[src/rtl/control_unit_seq_if.sv]
// control_unit_seq_if: D-stage control bundle between the control unit (master) and the data path (slave).
interface control_unit_seq_if;
    logic [5:0] op_code;
    logic [5:0] control_unit_funct;
    logic       eq_ne;
    logic       regwrite_d;
    logic       regdst_d;
    logic       alusrc_d;
    logic [3:0] aluctrl_d;
    logic       memwrite_d;
    logic       memtoreg_d;
    logic       se_ze;
    logic [1:0] outselect_d;
    logic       start_mult;
    logic       mult_sign;
    logic       output_branch;
    logic [1:0] pcsrc;
    logic       stall_fd;
    logic       flush_d;
    logic       illegal_instr;
    modport master (
        input  op_code, control_unit_funct, eq_ne,
        output regwrite_d, regdst_d, alusrc_d, aluctrl_d, memwrite_d, memtoreg_d, se_ze,
               outselect_d, start_mult, mult_sign, output_branch, pcsrc, stall_fd, flush_d,
               illegal_instr
    );
    modport slave (
        output op_code, control_unit_funct, eq_ne,
        input  regwrite_d, regdst_d, alusrc_d, aluctrl_d, memwrite_d, memtoreg_d, se_ze,
               outselect_d, start_mult, mult_sign, output_branch, pcsrc, stall_fd, flush_d,
               illegal_instr
    );
endinterface

[src/rtl/control_unit_seq.sv]
// control_unit_seq: combinational D-stage decoder with a multiply-busy tracker that
// bubbles HI/LO consumers and back-to-back multiplies until the product is ready.
module control_unit_seq #(
    parameter int MULT_LAT = 4
) (
    input logic                clk,
    input logic                reset,
    control_unit_seq_if.master cu
);
    typedef enum logic {IDLE, BUSY} state_t;
    state_t      state;
    logic [3:0]  cnt;
    logic        ill_q;
    logic        r_type, add_r, sub_r, and_r, or_r, slt_r, mult_r, multu_r, mfhi_r, mflo_r;
    logic        addi, andi, ori, lw, sw, beq, bne, jmp;
    logic        legal, mul_any, alu_r, hold, take;
    logic [3:0]  aluctrl;
    logic [16:0] dec, bundle;
    assign r_type  = cu.op_code == 6'b000000;
    assign add_r   = r_type && cu.control_unit_funct == 6'b100000;
    assign sub_r   = r_type && cu.control_unit_funct == 6'b100010;
    assign and_r   = r_type && cu.control_unit_funct == 6'b100100;
    assign or_r    = r_type && cu.control_unit_funct == 6'b100101;
    assign slt_r   = r_type && cu.control_unit_funct == 6'b101010;
    assign mult_r  = r_type && cu.control_unit_funct == 6'b011000;
    assign multu_r = r_type && cu.control_unit_funct == 6'b011001;
    assign mfhi_r  = r_type && cu.control_unit_funct == 6'b010000;
    assign mflo_r  = r_type && cu.control_unit_funct == 6'b010010;
    assign addi    = cu.op_code == 6'b001000;
    assign andi    = cu.op_code == 6'b001100;
    assign ori     = cu.op_code == 6'b001101;
    assign lw      = cu.op_code == 6'b100011;
    assign sw      = cu.op_code == 6'b101011;
    assign beq     = cu.op_code == 6'b000100;
    assign bne     = cu.op_code == 6'b000101;
    assign jmp     = cu.op_code == 6'b000010;
    assign alu_r   = add_r | sub_r | and_r | or_r | slt_r;
    assign mul_any = mult_r | multu_r;
    assign legal   = alu_r | mul_any | mfhi_r | mflo_r | addi | andi | ori | lw | sw | beq | bne | jmp;
    assign hold    = state == BUSY && (mul_any || mfhi_r || mflo_r);
    assign take    = (beq && cu.eq_ne) || (bne && !cu.eq_ne);
    assign aluctrl = (sub_r | beq | bne)        ? 4'b0101 :
                     slt_r                      ? 4'b0111 :
                     (or_r | ori)               ? 4'b0001 :
                     (add_r | addi | lw | sw)   ? 4'b0100 : 4'b0000;
    // Undefined encodings fall out as all-zero because no decode term matches.
    assign dec = {
        alu_r | mfhi_r | mflo_r | addi | andi | ori | lw,
        alu_r | mfhi_r | mflo_r,
        addi | andi | ori | lw | sw,
        aluctrl,
        sw,
        lw,
        addi | lw | sw | beq | bne,
        mflo_r, mfhi_r,
        mul_any,
        mult_r,
        bne,
        jmp, take
    };
    assign bundle = (reset && !hold) ? dec : '0;
    assign {cu.regwrite_d, cu.regdst_d, cu.alusrc_d, cu.aluctrl_d, cu.memwrite_d, cu.memtoreg_d,
            cu.se_ze, cu.outselect_d, cu.start_mult, cu.mult_sign, cu.output_branch, cu.pcsrc} = bundle;
    assign cu.stall_fd      = reset && hold;
    assign cu.flush_d       = |bundle[1:0];
    assign cu.illegal_instr = ill_q;
    always_ff @(posedge clk or negedge reset) begin
        if (!reset) begin
            state <= IDLE;
            cnt   <= '0;
            ill_q <= 1'b0;
        end else begin
            if (!legal) ill_q <= 1'b1;
            if (state == IDLE) begin
                if (mul_any) begin
                    state <= BUSY;
                    cnt   <= 4'(MULT_LAT);
                end
            end else begin
                cnt <= cnt - 4'd1;
                if (cnt == 4'd1) state <= IDLE;
            end
        end
    end
endmodule
[src/flat_wrapper.sv]
// flat-port wrapper written by rule: the top's interface ports become plain ports
module control_unit_seq_flat 
#(
    parameter int MULT_LAT = 4
)
  (clk, reset, cu_op_code, cu_control_unit_funct, cu_eq_ne, cu_regwrite_d, cu_regdst_d, cu_alusrc_d, cu_aluctrl_d, cu_memwrite_d, cu_memtoreg_d, cu_se_ze, cu_outselect_d, cu_start_mult, cu_mult_sign, cu_output_branch, cu_pcsrc, cu_stall_fd, cu_flush_d, cu_illegal_instr);
  control_unit_seq_if cu_i ();
  input logic clk;
  input logic reset;
  input wire logic [$bits(cu_i.op_code)-1:0] cu_op_code;
  input wire logic [$bits(cu_i.control_unit_funct)-1:0] cu_control_unit_funct;
  input wire logic [$bits(cu_i.eq_ne)-1:0] cu_eq_ne;
  output wire logic [$bits(cu_i.regwrite_d)-1:0] cu_regwrite_d;
  output wire logic [$bits(cu_i.regdst_d)-1:0] cu_regdst_d;
  output wire logic [$bits(cu_i.alusrc_d)-1:0] cu_alusrc_d;
  output wire logic [$bits(cu_i.aluctrl_d)-1:0] cu_aluctrl_d;
  output wire logic [$bits(cu_i.memwrite_d)-1:0] cu_memwrite_d;
  output wire logic [$bits(cu_i.memtoreg_d)-1:0] cu_memtoreg_d;
  output wire logic [$bits(cu_i.se_ze)-1:0] cu_se_ze;
  output wire logic [$bits(cu_i.outselect_d)-1:0] cu_outselect_d;
  output wire logic [$bits(cu_i.start_mult)-1:0] cu_start_mult;
  output wire logic [$bits(cu_i.mult_sign)-1:0] cu_mult_sign;
  output wire logic [$bits(cu_i.output_branch)-1:0] cu_output_branch;
  output wire logic [$bits(cu_i.pcsrc)-1:0] cu_pcsrc;
  output wire logic [$bits(cu_i.stall_fd)-1:0] cu_stall_fd;
  output wire logic [$bits(cu_i.flush_d)-1:0] cu_flush_d;
  output wire logic [$bits(cu_i.illegal_instr)-1:0] cu_illegal_instr;
  assign cu_i.op_code = cu_op_code;
  assign cu_i.control_unit_funct = cu_control_unit_funct;
  assign cu_i.eq_ne = cu_eq_ne;
  assign cu_regwrite_d = cu_i.regwrite_d;
  assign cu_regdst_d = cu_i.regdst_d;
  assign cu_alusrc_d = cu_i.alusrc_d;
  assign cu_aluctrl_d = cu_i.aluctrl_d;
  assign cu_memwrite_d = cu_i.memwrite_d;
  assign cu_memtoreg_d = cu_i.memtoreg_d;
  assign cu_se_ze = cu_i.se_ze;
  assign cu_outselect_d = cu_i.outselect_d;
  assign cu_start_mult = cu_i.start_mult;
  assign cu_mult_sign = cu_i.mult_sign;
  assign cu_output_branch = cu_i.output_branch;
  assign cu_pcsrc = cu_i.pcsrc;
  assign cu_stall_fd = cu_i.stall_fd;
  assign cu_flush_d = cu_i.flush_d;
  assign cu_illegal_instr = cu_i.illegal_instr;
  control_unit_seq #(.MULT_LAT(MULT_LAT)) u_core (.clk(clk), .reset(reset), .cu(cu_i));
endmodule
[config.mk]
export PLATFORM = sky130hd
export DESIGN_NAME = control_unit_seq_flat
export DESIGN_NICKNAME = d
export VERILOG_FILES = /design/src/rtl/control_unit_seq_if.sv /design/src/rtl/control_unit_seq.sv /design/src/flat_wrapper.sv
export SDC_FILE = /design/constraint.sdc
export NUM_CORES = 1
export LEC_CHECK = 0
export ABC_CLOCK_PERIOD_IN_PS = 1650
export CORE_MARGIN = 4
export CORE_UTILIZATION = 35
export CTS_CLUSTER_SIZE = 8
export DETAILED_ROUTE_END_ITERATION = 10
export GPL_ROUTABILITY_DRIVEN = 0
export HOLD_SLACK_MARGIN = 0.03
export PLACE_DENSITY = 0.72
export SKIP_LAST_GASP = 1
export SLEW_MARGIN = 5
export SYNTH_ARGS = -nofsm -noshare
export SYNTH_HDL_FRONTEND = slang
export SYNTH_SLANG_ARGS = --single-unit
[constraint.sdc]
create_clock -name clk -period 1.65 [get_ports clk]
set_input_delay 0.165 -clock clk [delete_from_list [all_inputs] [get_ports clk]]
set_output_delay 0.165 -clock clk [all_outputs]
set_load 0.01 [all_outputs]
==> key figures <==
Outcome
  – Status: complete, but fails checks
  – Failing checks: negative setup slack

Synthesis
  – Synthesized flop and latch total: 6
  – FFs w/ async S/R, synth: 1.00
  – Synth top cells by count: nor2_1 (10), inv_1 (7), dfrtp_1 (6), nand3_1 (6), nor3_1 (6)
  – Fraction of the mapped netlist area in adder cells: 0.0325
  – Synth Flop Type: dfrtp_1
  – Top cell type by total area after synthesis: dfrtp_1
  – Top-count cell post-synth: nor2_1
  – Largest family of logic cells by synthesized area: simple AND/OR/NAND/NOR gates
  – Simple-gate share of the synthesized area: 0.390
  – Syn Area/Cell: 7.69 um2
  – Synth Area in XOR/XNOR: 0.0455
  – YS warnings: 0
  – EDFF count, synth: 0
  – Synth cell types: 43
  – Area contributors post-synth: dfrtp_1 (20%), nor2_1 (4.9%), nand2b_1 (4.1%)
  – Fraction of the mapped netlist area in compound gates: 0.234
  – Post-synthesis sequential area ratio: 0.195
  – Net Count, Synth: 117
  – Syn Std Cell Area: 769 um2
  – Post-synth top area share: 0.195
  – Post-synthesis cell count: 100
  – Post-synthesis mux area share: 0.0195

Power and ir drop
  – VDD IR max: 0.601 mV
  – Leak pwr: 0.675 nW
  – Power Dens Cells: 475 nW/um2
  – Design Power: 0.714 mW

Global route
  – Antenna violations before repair: 0
  – Total GRT Usage: 0.226
  – Largest net degree at the start of global routing: 10
  – First-pass GRT wire length: 4.87 mm
  – Grt ovf: 0
  – Vias in the first global route: 1051

Detailed routing
  – Drt via density: 5.43
  – Routed WL: 3.25 mm
  – Number of DRC markers in iteration 0: 16
  – Vias post-DR: 1081
  – WL/cell: 16.3 um
  – Detail Route Antenna Nets: 0
  – Remaining routing DRC violations: 0
  – DRT Pass-1 Iters: 6

Floorplan
  – Die area: 3010 um2
  – Initial Utilization: 0.381
  – Total I/O pin count: 35
  – # rows: 16
  – Die W: 54.9 um
  – Die H: 54.9 um
  – Std-Cell Core Area: 2020 um2

Timing
  – Final setup fails: 8
  – Unrepaired setup endpoints after global routing: yes
  – Final hold violation count: 0
  – Max-slew violations: 0
  – Final Critical Period: 1.67 ns
  – Achievable clock frequency: 0.598 GHz
  – Clock Skew: 0.00291 ns
  – Final WS setup: -0.0234 ns
  – Final Cycle Share: 1.01

CTS
  – Reg clk slew, reported paths: 0.04 ns
  – Hold buffer count at cts: 0
  – Clk buf depth: 2
  – Sink Count: 6
  – Htree depth: 1
  – Worst skew pair latency: 0.24 ns
  – CTS tree: yes
  – Root Buffer: clkbuf_4
  – CTS Buf Count: 3

Setup path
  – Req. time, crit path: 1.48 ns
  – Slowest CP cell: dlygate4sd2_1
  – Crit-path max cell delay: 0.32 ns
  – CP Max Fanout: 6
  – Worst EP arrival: 1.51 ns
  – Worst setup EP type: output pin
  – Crit start category: input pin
  – Crit path cell chain: dlygate4sd2_1 -> nor3_2 -> nand3b_1 -> o21ai_4 -> buf_6 -> buf_12 -> nor4_2 -> buf_2
  – Crit Path Category: input pin to output pin

Placed design
  – Dpl cell area: 1330 um2
  – Hpwl dp: 2.01 mm
  – PortBufs: 33

Final layout
  – Post-layout net count: 191
  – Area added between synthesis and finish: 95.4%
  – # diodes: 0
  – Fillers: 155
  – Layout cells sized above 1: 0.564
  – Final design instance area without fill: 1500 um2

Job
  – Max cap viols: 0

Worst hold path
  – Tightest Hold Check Type: input pin to asynchronous set/reset pin
==> cell usage in the layout (no fill, tap or decap), types with 2 or more instances in the layout <==
cell type	count
xor2_1	2
clkbuf_4	3
clkdlybuf4s50_1	3
xnor2_1	2
nor3_2	4
o21ai_0	4
buf_6	8
dfrtp_1	6
clkbuf_2	5
buf_2	14
nand2b_1	4
nor4_2	2
nand2_1	4
nor3b_1	2
dlygate4sd2_1	8
inv_1	7
nor2_1	6
buf_4	35
a22o_1	2
nand3_2	3
nand3_1	2
nor2b_1	3
nor2_2	3
nor3_1	2
ha_1	2
a21oi_2	3
==> layout make-up <==
class / count / area (um2) / share of cell area
Sequential cell: 6 / 150 / 0.0998
Inverter: 7 / 26.3 / 0.0175
Tap cell: 27 / 33.8 / 0.0225
Clock buffer: 3 / 22.5 / 0.0150
Timing Repair Buffer: 74 / 568 / 0.378
Multi-Input combinational cell: 82 / 703 / 0.468
==> state kept, by name (all words and copies together), names as in the netlist <==
| register | flops |
|---|---|
| u_core.state | 1 |
| u_core.cnt | 4 |
| u_core.cu.illegal_instr | 1 |
==> logic make-up (layout without fill, tap and decap cells) <==
group | after synthesis | count (layout)
simple gates | 51 | 51
fa+ha+maj | 2 | 2
mux | 1 | 1
buf+inv | 12 | 84
flops | 6 | 6
other cells | 1 | 1
xor+xnor | 4 | 4
compound gates | 23 | 23
==> layer usage <==
metal	wire, um	global-route usage	part of all wire	up-vias
li1	-	-	-	507
met1	1250	0.249	0.38	533
met2	1780	0.443	0.55	33
met3	128	0.0295	0.039	8
met4	101	0.0607	0.031	0
met5	0	0	0	-
==> power breakdown <==
part / leakage, nW / total, mW / switching, mW / internal [mW]
registers: 0.0719 / 0.223 / 0.0379 / 0.185
logic: 0.590 / 0.358 / 0.166 / 0.192
clock network: 0.0138 / 0.133 / 0.0507 / 0.0821
==> repair_timing <==
action / 4_1_cts / 5_1_grt
buffers inserted: 9 / 3
resized for setup: 110 / 27
pin swaps: 13 / 11
cloned: 1 / 0
setup endpoints to repair: 18 / 19
==> path summary, 6_finish.rpt <==
kind / slack, ns / endpoint / startpoint / depth (start not counted)
setup / recovery: -0.02 / cu_memtoreg_d / cu_op_code[0] / 8
hold / removal: 0.32 / u_core.cnt[2] / reset / 2
setup reg to reg: 0.54 / u_core.cnt[1] / u_core.cnt[0] / 4
hold reg to reg: 0.48 / u_core.cu.illegal_instr / u_core.cu.illegal_instr / 1
max in group asynchronous: 1.20 / u_core.state / reset / 2
min in group clk: 0.41 / u_core.cu.illegal_instr / cu_op_code[5] / 5
==> critical path, delay by kind of cell <==
family / cells / cell delay, ns
compound gates: 1 / 0.07
buf+inv: 4 / 0.74
simple gates: 3 / 0.52
==> through the flow <==
stage | std cells | util | setup TNS [ns] | hold slack, ns | setup slack [ns]
after floorplan | 100 | - | 0 | -0.131 | 0.152
after global placement | 184 | 0.658 | -11.85 | 0.474 | -0.650
after detailed placement | 184 | 0.658 | -11.82 | 0.466 | -0.653
after CTS | 197 | 0.717 | -0.432 | 0.328 | -0.0422
after global routing | 199 | 0.744 | -0.773 | 0.325 | -0.0974
final | 199 | 0.744 | -0.0579 | 0.317 | -0.0234
Power figures use the tool's default switching activity.
